[src/rtl/fetch_queue.sv]
`default_nettype none
// ============================================================================
// Module      : fetch_queue
// Description : Instruction fetch unit with a DEPTH-entry queue of
//               {pc, instruction} pairs feeding the decode stage.
// Revision    : 1.0 - initial release
// ============================================================================
module fetch_queue #(
    parameter logic [31:0] PC_INIT = 32'h0000_0000,
    parameter int          DEPTH   = 4
) (
    input  logic                     CLK,
    input  logic                     RST,
    output logic                     imemREN,
    output logic [31:0]              imemaddr,
    input  logic                     ihit,
    input  logic [31:0]              imemload,
    input  logic                     redirect,
    input  logic [31:0]              redirect_pc,
    input  logic                     halt,
    input  logic                     deq_ready,
    output logic                     deq_valid,
    output logic [31:0]              deq_instr,
    output logic [31:0]              deq_pc,
    output logic [31:0]              deq_npc,
    output logic [$clog2(DEPTH):0]   count,
    output logic                     halted
);

    localparam int                c_PTR_W  = $clog2(DEPTH);
    localparam int                c_CNT_W  = c_PTR_W + 1;
    localparam logic [c_CNT_W-1:0] c_FULL  = c_CNT_W'(DEPTH);
    localparam logic [c_CNT_W-1:0] c_LAST  = c_CNT_W'(DEPTH - 1);

    localparam logic [1:0] S_RUN    = 2'd0;
    localparam logic [1:0] S_FULL   = 2'd1;
    localparam logic [1:0] S_HALTED = 2'd2;

    logic [1:0]          r_state;
    logic [1:0]          w_state_nxt;
    logic [31:0]         r_fetch_pc;
    logic [c_PTR_W-1:0]  r_head;
    logic [c_PTR_W-1:0]  r_tail;
    logic [c_CNT_W-1:0]  r_count;
    logic [31:0]         r_mem_pc    [DEPTH];
    logic [31:0]         r_mem_instr [DEPTH];
    logic                w_enq;
    logic                w_deq;
    logic                w_unused;

    // Word alignment discards the low bits of the restart address.
    assign w_unused = &{1'b0, redirect_pc[1:0]};

    assign imemREN   = (r_state == S_RUN) && !halt && !redirect;
    assign imemaddr  = r_fetch_pc;
    assign w_enq     = imemREN && ihit;
    assign w_deq     = deq_valid && deq_ready && !redirect;

    assign deq_valid = (r_count != '0);
    assign deq_pc    = r_mem_pc[r_head];
    assign deq_instr = r_mem_instr[r_head];
    assign deq_npc   = r_mem_pc[r_head] + 32'd4;
    assign count     = r_count;
    assign halted    = (r_state == S_HALTED);

    always_comb begin
        w_state_nxt = r_state;
        if (halt || (r_state == S_HALTED)) begin
            w_state_nxt = S_HALTED;
        end else if (redirect) begin
            w_state_nxt = S_RUN;
        end else begin
            case (r_state)
                S_RUN:   if (w_enq && !w_deq && (r_count == c_LAST)) w_state_nxt = S_FULL;
                S_FULL:  if (w_deq) w_state_nxt = S_RUN;
                default: w_state_nxt = S_HALTED;
            endcase
        end
    end

    always_ff @(posedge CLK) begin
        if (RST) begin
            r_state    <= S_RUN;
            r_fetch_pc <= PC_INIT;
            r_head     <= '0;
            r_tail     <= '0;
            r_count    <= '0;
        end else begin
            r_state <= w_state_nxt;
            if (redirect) begin
                r_fetch_pc <= {redirect_pc[31:2], 2'b00};
                r_head     <= '0;
                r_tail     <= '0;
                r_count    <= '0;
            end else begin
                if (w_enq) begin
                    r_fetch_pc <= r_fetch_pc + 32'd4;
                    r_tail     <= r_tail + c_PTR_W'(1);
                end
                if (w_deq) begin
                    r_head <= r_head + c_PTR_W'(1);
                end
                if (w_enq && !w_deq) begin
                    r_count <= r_count + c_CNT_W'(1);
                end else if (w_deq && !w_enq) begin
                    r_count <= r_count - c_CNT_W'(1);
                end
            end
        end
    end

    // Entry storage needs no reset: count gates visibility of every slot.
    always_ff @(posedge CLK) begin
        if (w_enq) begin
            r_mem_pc[r_tail]    <= r_fetch_pc;
            r_mem_instr[r_tail] <= imemload;
        end
    end

    // Full state must agree with the occupancy counter.
    assert property (@(posedge CLK) disable iff (RST)
        (r_state == S_FULL) |-> (r_count == c_FULL));

endmodule
`default_nettype wire
[config.mk]
export PLATFORM = sky130hd
export DESIGN_NAME = fetch_queue
export DESIGN_NICKNAME = d
export VERILOG_FILES = /design/src/rtl/fetch_queue.sv
export SDC_FILE = /design/constraint.sdc
export NUM_CORES = 1
export LEC_CHECK = 0
export BUFFER_PORTS_ARGS = -buffer_cell sky130_fd_sc_hd__buf_2
export CORE_ASPECT_RATIO = 0.9
export CORE_MARGIN = 1
export CORE_UTILIZATION = 51
export CTS_CLUSTER_SIZE = 12
export DETAILED_ROUTE_END_ITERATION = 10
export PLACE_DENSITY_LB_ADDON = 0.1
export SYNTH_ARGS = -nofsm -noshare
export SYNTH_HDL_FRONTEND = slang
export SYNTH_SLANG_ARGS = --single-unit
export TNS_END_PERCENT = 10
[constraint.sdc]
create_clock -name CLK -period 3.47 [get_ports CLK]
set_input_delay 0.694 -clock CLK [delete_from_list [all_inputs] [get_ports CLK]]
set_output_delay 0.694 -clock CLK [all_outputs]
set_load 0.005 [all_outputs]
Word-level counts from Yosys, hierarchy flattened
Memory sizes are Yosys's and may differ from the RTL's. A register that Yosys moved wholly into a read port is not among the register bits. Index checks and enable logic that the tools add are counted.

Bits in registers: 41. Memories kept: 2. Input bits: 70. Logic and storage cells: 58. Bits in read-only memories: 0. Bits in latches: 0. RAM bits: 256. Output and inout port bits: 134.

Magnitude comparators: 0. Shifts and indexed selects: 0. Multiply operators: 0. Mux-type cells: 15. Add/sub/neg operators: 6. Bitwise logic cells: 0. Reduce and logical (&&, ||, !) cells: 21. Eq/ne operators: 7. Divide/modulo/power cells: 0.

Memories: r_mem_instr (depth 4, bits a word 32, rd ports 1, clocked after memory_dff 1, write ports 1, line 46) `logic [31:0] r_mem_instr [DEPTH];`; r_mem_pc (depth 4, bits a word 32, rd ports 1, clocked after memory_dff 1, write ports 1, line 45) `logic [31:0] r_mem_pc [DEPTH];`.

Operators by type and width (count): $add 32x3->32 const B (2); $mux 32 (2); $mux 2 (8); $logic_and 1x1->1 (8); $mux 3 (2); $add 2x1->2 const B (2); $logic_not 1->1 (4); $ne 4x2->1 const B (1); $ne 4x4->1 const B (1); $pmux 2 s2 (1); $reduce_and 2->1 (2); $reduce_bool 2->1 (2); $add 3x1->3 const B (1); $eq 3x2->1 const B (1); $reduce_bool 3->1 (1); $reduce_or 3->1 (1); $sub 3x1->3 const B (1); $eq 2x1->1 const B (1); $eq 2x2->1 const B (1); $logic_not 2->1 (1); $mux 1 (2); $ne 2x1->1 const B (1); $ne 2x2->1 const B (1); $reduce_or 2->1 (1); $logic_or 1x1->1 (1).

Longest topological paths before layout
Word-level depth: 10. Gate-level depth with buffers: 9. Gate-level depth less buffers: 8.

Worst setup path after synthesis
No wires, ideal clock.

Path type: input to register. Start: input halt. End: memory r_mem_instr[0][0], enable pin. Stages: 3. Library setup time: 0.427 ns. Arrival: 2.915 ns. Path buffers: 1. Slack: 0.128 ns. Required time: 3.043 ns. Path through: nor4b_4 > clkbuf_1 > and3_1.

Longest elaborated chain between the ends: 6.

Ends and longest elaborated chain: from (decl) (line 20) `input logic halt,`; $logic_not 1->1 (line 54) `assign imemREN = (r_state == S_RUN) && !halt && !redirect;`; $logic_and 1x1->1 (2 in a row) (line 54); $logic_and 1x1->1 (line 56) `assign w_enq = imemREN && ihit;`; $mux 1 (line 114) `if (w_enq) begin`; $mux 1 (implied by the code) (line 116) `r_mem_instr[r_tail] <= imemload;`; to (decl) (line 46).

Every way passes these cells.

==> results by group <==
Timing
  – Final setup vio count: 0
  – RSZ-0062 raised after global routing: true
  – Max-slew headroom at the worst pin: 0.540
  – Final Max Tran Viols: 0
  – Setup TNS: 0 ns
  – Fin crit share: 0.974
  – Final hold violations: 0
  – Min Hold Slack: approximately 0.36 ns
  – Worst slew pin tran: 0.687 ns
  – Min Tclk post-route: 3.38 ns
  – Worst setup margin: between 0.08 and 0.09 ns
  – Fmax achieved: 296 MHz
  – Layout Skew: roughly 0.016 ns

Final layout
  – Finished Cell Area: 0.0143 sq mm
  – Fin util: 0.629
  – Area grow syn2layout: 20.5%
  – Diodes inserted: 0
  – Fillcell total: 1711
  – Multi-input logic area: approximately 0.0033 sq mm
  – Non-filler cells, final: ~1200
  – Seq. cell area: just over 0.008 sq mm
  – Layout Nets: 986
  – Share of layout cells above drive strength 1: 0.372

Placement
  – Dpl hpwl: 16700 microns
  – Dpl ws: approximately 0.11 ns
  – Dpl cells: roughly 1200
  – Routability cong.: approximately 0.84
  – # port buffers: a little under 200
  – Cell Area, Placed: between 0.01 and 0.015 sq mm

Route
  – WL/cell: 20.8 microns
  – Via/cell ratio: approximately 5.6
  – 1st-iter DRT viols: approximately 570
  – DRT Pass-1 Iters: 7
  – WL final: between 20000 and 30000 microns
  – Routed Antenna Nets: 0
  – Drt drc: 0
  – Routed vias: between 6000 and 7000

Power
  – Peak VDD IR: between 0.3 and 0.4 mV
  – Total power: between 7 and 8 mW
  – Leakage: ~5 nW
  – Power Density: roughly 500 mW/mm^2

Setup path
  – Crit path kind: register to primary output
  – Crit start category: register
  – Crit Path Max Fanout: 13
  – Crit path DAT: approximately 2.7 ns
  – Worst setup EP type: primary output
  – CP required: ~2.8 ns

GRT
  – Initial antenna violation count: 0
  – GR Util All Layers: 0.217
  – First-pass GRT wire length: approximately 39000 microns
  – Vias in the first global route: 6989
  – Total grt overflow: 0
  – Largest net degree at the start of global routing: 44

Clocking
  – Clk Latency, worst-skew pair: between 0.5 and 0.6 ns
  – Clock Sinks: 289
  – Root Buffer: clkbuf_16
  – CTS H-tree lvls: 1
  – CTS buffer count: 30
  – CTS Buffer Depth: 3
  – TritonCTS clock tree: yes
  – Clk slew on worst S/H paths: approximately 0.06 ns

Logic synthesis
  – Dominant synthesized flop cell: edfxtp_1
  – Avg Cell Area, Syn: ~17 sq um
  – Most common cell in the synthesized netlist: edfxtp_1
  – Post-synth top area share: 0.630
  – Synth area leader: edfxtp_1
  – Fraction of registers with async set/reset: 0
  – Sequential share of the synthesized area: 0.699
  – EDFF count, synth: between 200 and 250
  – Post-synthesis register bit count: 289
  – Yosys cell types: 48
  – Synth warn: 0
  – Synth Cell Area: between 0.01 and 0.015 sq mm
  – Top post-synthesis cells by count: edfxtp_1 (248), mux4_2 (53), xnor2_1 (43)
  – Cells after synthesis: just under 700
  – Top post-synthesis cells by area: edfxtp_1 (63%), mux4_2 (10%), dfxtp_1 (6.9%)

Hold path
  – Hold Crit Class: input port to register

Run
  – Maxcap violations: 0

Die
  – Die height: between 100 and 150 microns
  – Die width: roughly 160 microns
  – Boundary Pins: between 200 and 250
  – Initial core utilization: 0.522
  – Core Region: 0.0226 sq mm
  – Std-Cell Rows: 52
  – Die area: 0.0238 sq mm

Run status
  – Status: finished, final reports clean
layout make-up:
class,count,share of cell area
inverters,14,0.00369
clock buffers,44,0.0593
flip-flops and latches,289,0.581
clock inverters,10,0.00290
repair buffers,230,0.0965
multi-input cells,343,0.231
well taps,297,0.0261
placed cells by master (no fill, tap or decap), types with 3 or more instances in the layout:
| master | synthesis | layout |
|---|---|---|
| edfxtp_1 | 248 | 248 |
| buf_2 | 9 | 195 |
| mux4_2 | 53 | 60 |
| xnor2_1 | 43 | 43 |
| nor2_1 | 42 | 41 |
| dfxtp_1 | 41 | 39 |
| nand2_1 | 31 | 31 |
| clkbuf_16 | 0 | 31 |
| buf_4 | 7 | 24 |
| nand4_1 | 20 | 20 |
| nand3_1 | 18 | 18 |
| a211oi_1 | 15 | 15 |
| xor2_1 | 13 | 13 |
| a21oi_1 | 13 | 13 |
| inv_1 | 13 | 12 |
| clkbuf_1 | 14 | 11 |
| buf_12 | 1 | 9 |
| nor3_1 | 7 | 7 |
| and2_1 | 7 | 7 |
| ha_1 | 7 | 7 |
| clkinv_1 | 0 | 7 |
| and3_1 | 10 | 6 |
| o21ai_0 | 6 | 6 |
| conb_1 | 1 | 6 |
| or3_1 | 5 | 5 |
| and4_1 | 5 | 5 |
| nor4_1 | 4 | 4 |
| and3_4 | 0 | 4 |
| a311oi_1 | 4 | 4 |
| clkinv_2 | 0 | 3 |
report_power, final:
| part | leakage (nW) | total, mW | switching, mW | internal [mW] |
|---|---|---|---|---|
| clock network | 0.432 | 2.88 | 1.22 | 1.67 |
| logic | 1.95 | 0.289 | 0.154 | 0.136 |
| registers | 2.61 | 3.89 | 0.0686 | 3.82 |
logic make-up after synthesis:
kind of cell | count (synthesis) | synth area share
AOI/OAI and AO/OA | 42 | 0.0235
xor gates and xnor gates | 56 | 0.0415
adders and majority gates | 8 | 0.00910
buffers and inverters | 52 | 0.0249
DFF | 289 | 0.699
muxes | 64 | 0.123
other | 1 | 0.000317
and+or+nand+nor | 167 | 0.0788
timing repair:
action,4_1_cts,5_1_grt
resized for setup,12,4
buffers inserted,4,8
hold buffers,0,0
cloned,0,0
pin swaps,2,0
endpoints found under the setup margin,21,14
worst paths after layout:
kind	from	to	slack, ns	cells after the start
worst max-delay path	register	deq_npc[28]	0.09	9
worst min-delay path	imemload[27]	r_mem_instr[2][27]$_DFFE_PP_	0.36	1
worst min register to register	r_head[1]$_SDFFE_PP0P_	register	0.54	2
worst max register to register	r_state[0]$_SDFFE_PP0P_	imemaddr[12]$_SDFFE_PP0P_	0.80	4
state kept, by name, indices dropped and copies added (netlist names), named ones only:
signal and cells:
r_tail 2, count 3, r_mem_instr 128, r_state 2, r_mem_pc 120, imemaddr 30, r_head 2
worst max-delay path: stages, from the launching register on:
cell and delay [ns]:
dfxtp_4 0.41, buf_12 0.17, buf_12 0.13, mux4_2 0.40, nand4_4 0.19, nor4_4 0.23
buf_12 0.18, nand4b_1 0.11, xnor2_1 0.17, buf_2 0.13
routing by layer:
metal  share of wire  GRT usage  vias up
li1                -          -     3128
met2            0.49      0.352      239
met1            0.43      0.308     3479
met3           0.063     0.0369       38
met5               0          0        -
met4           0.020     0.0542        0
(Power assumes the default switching activity.)
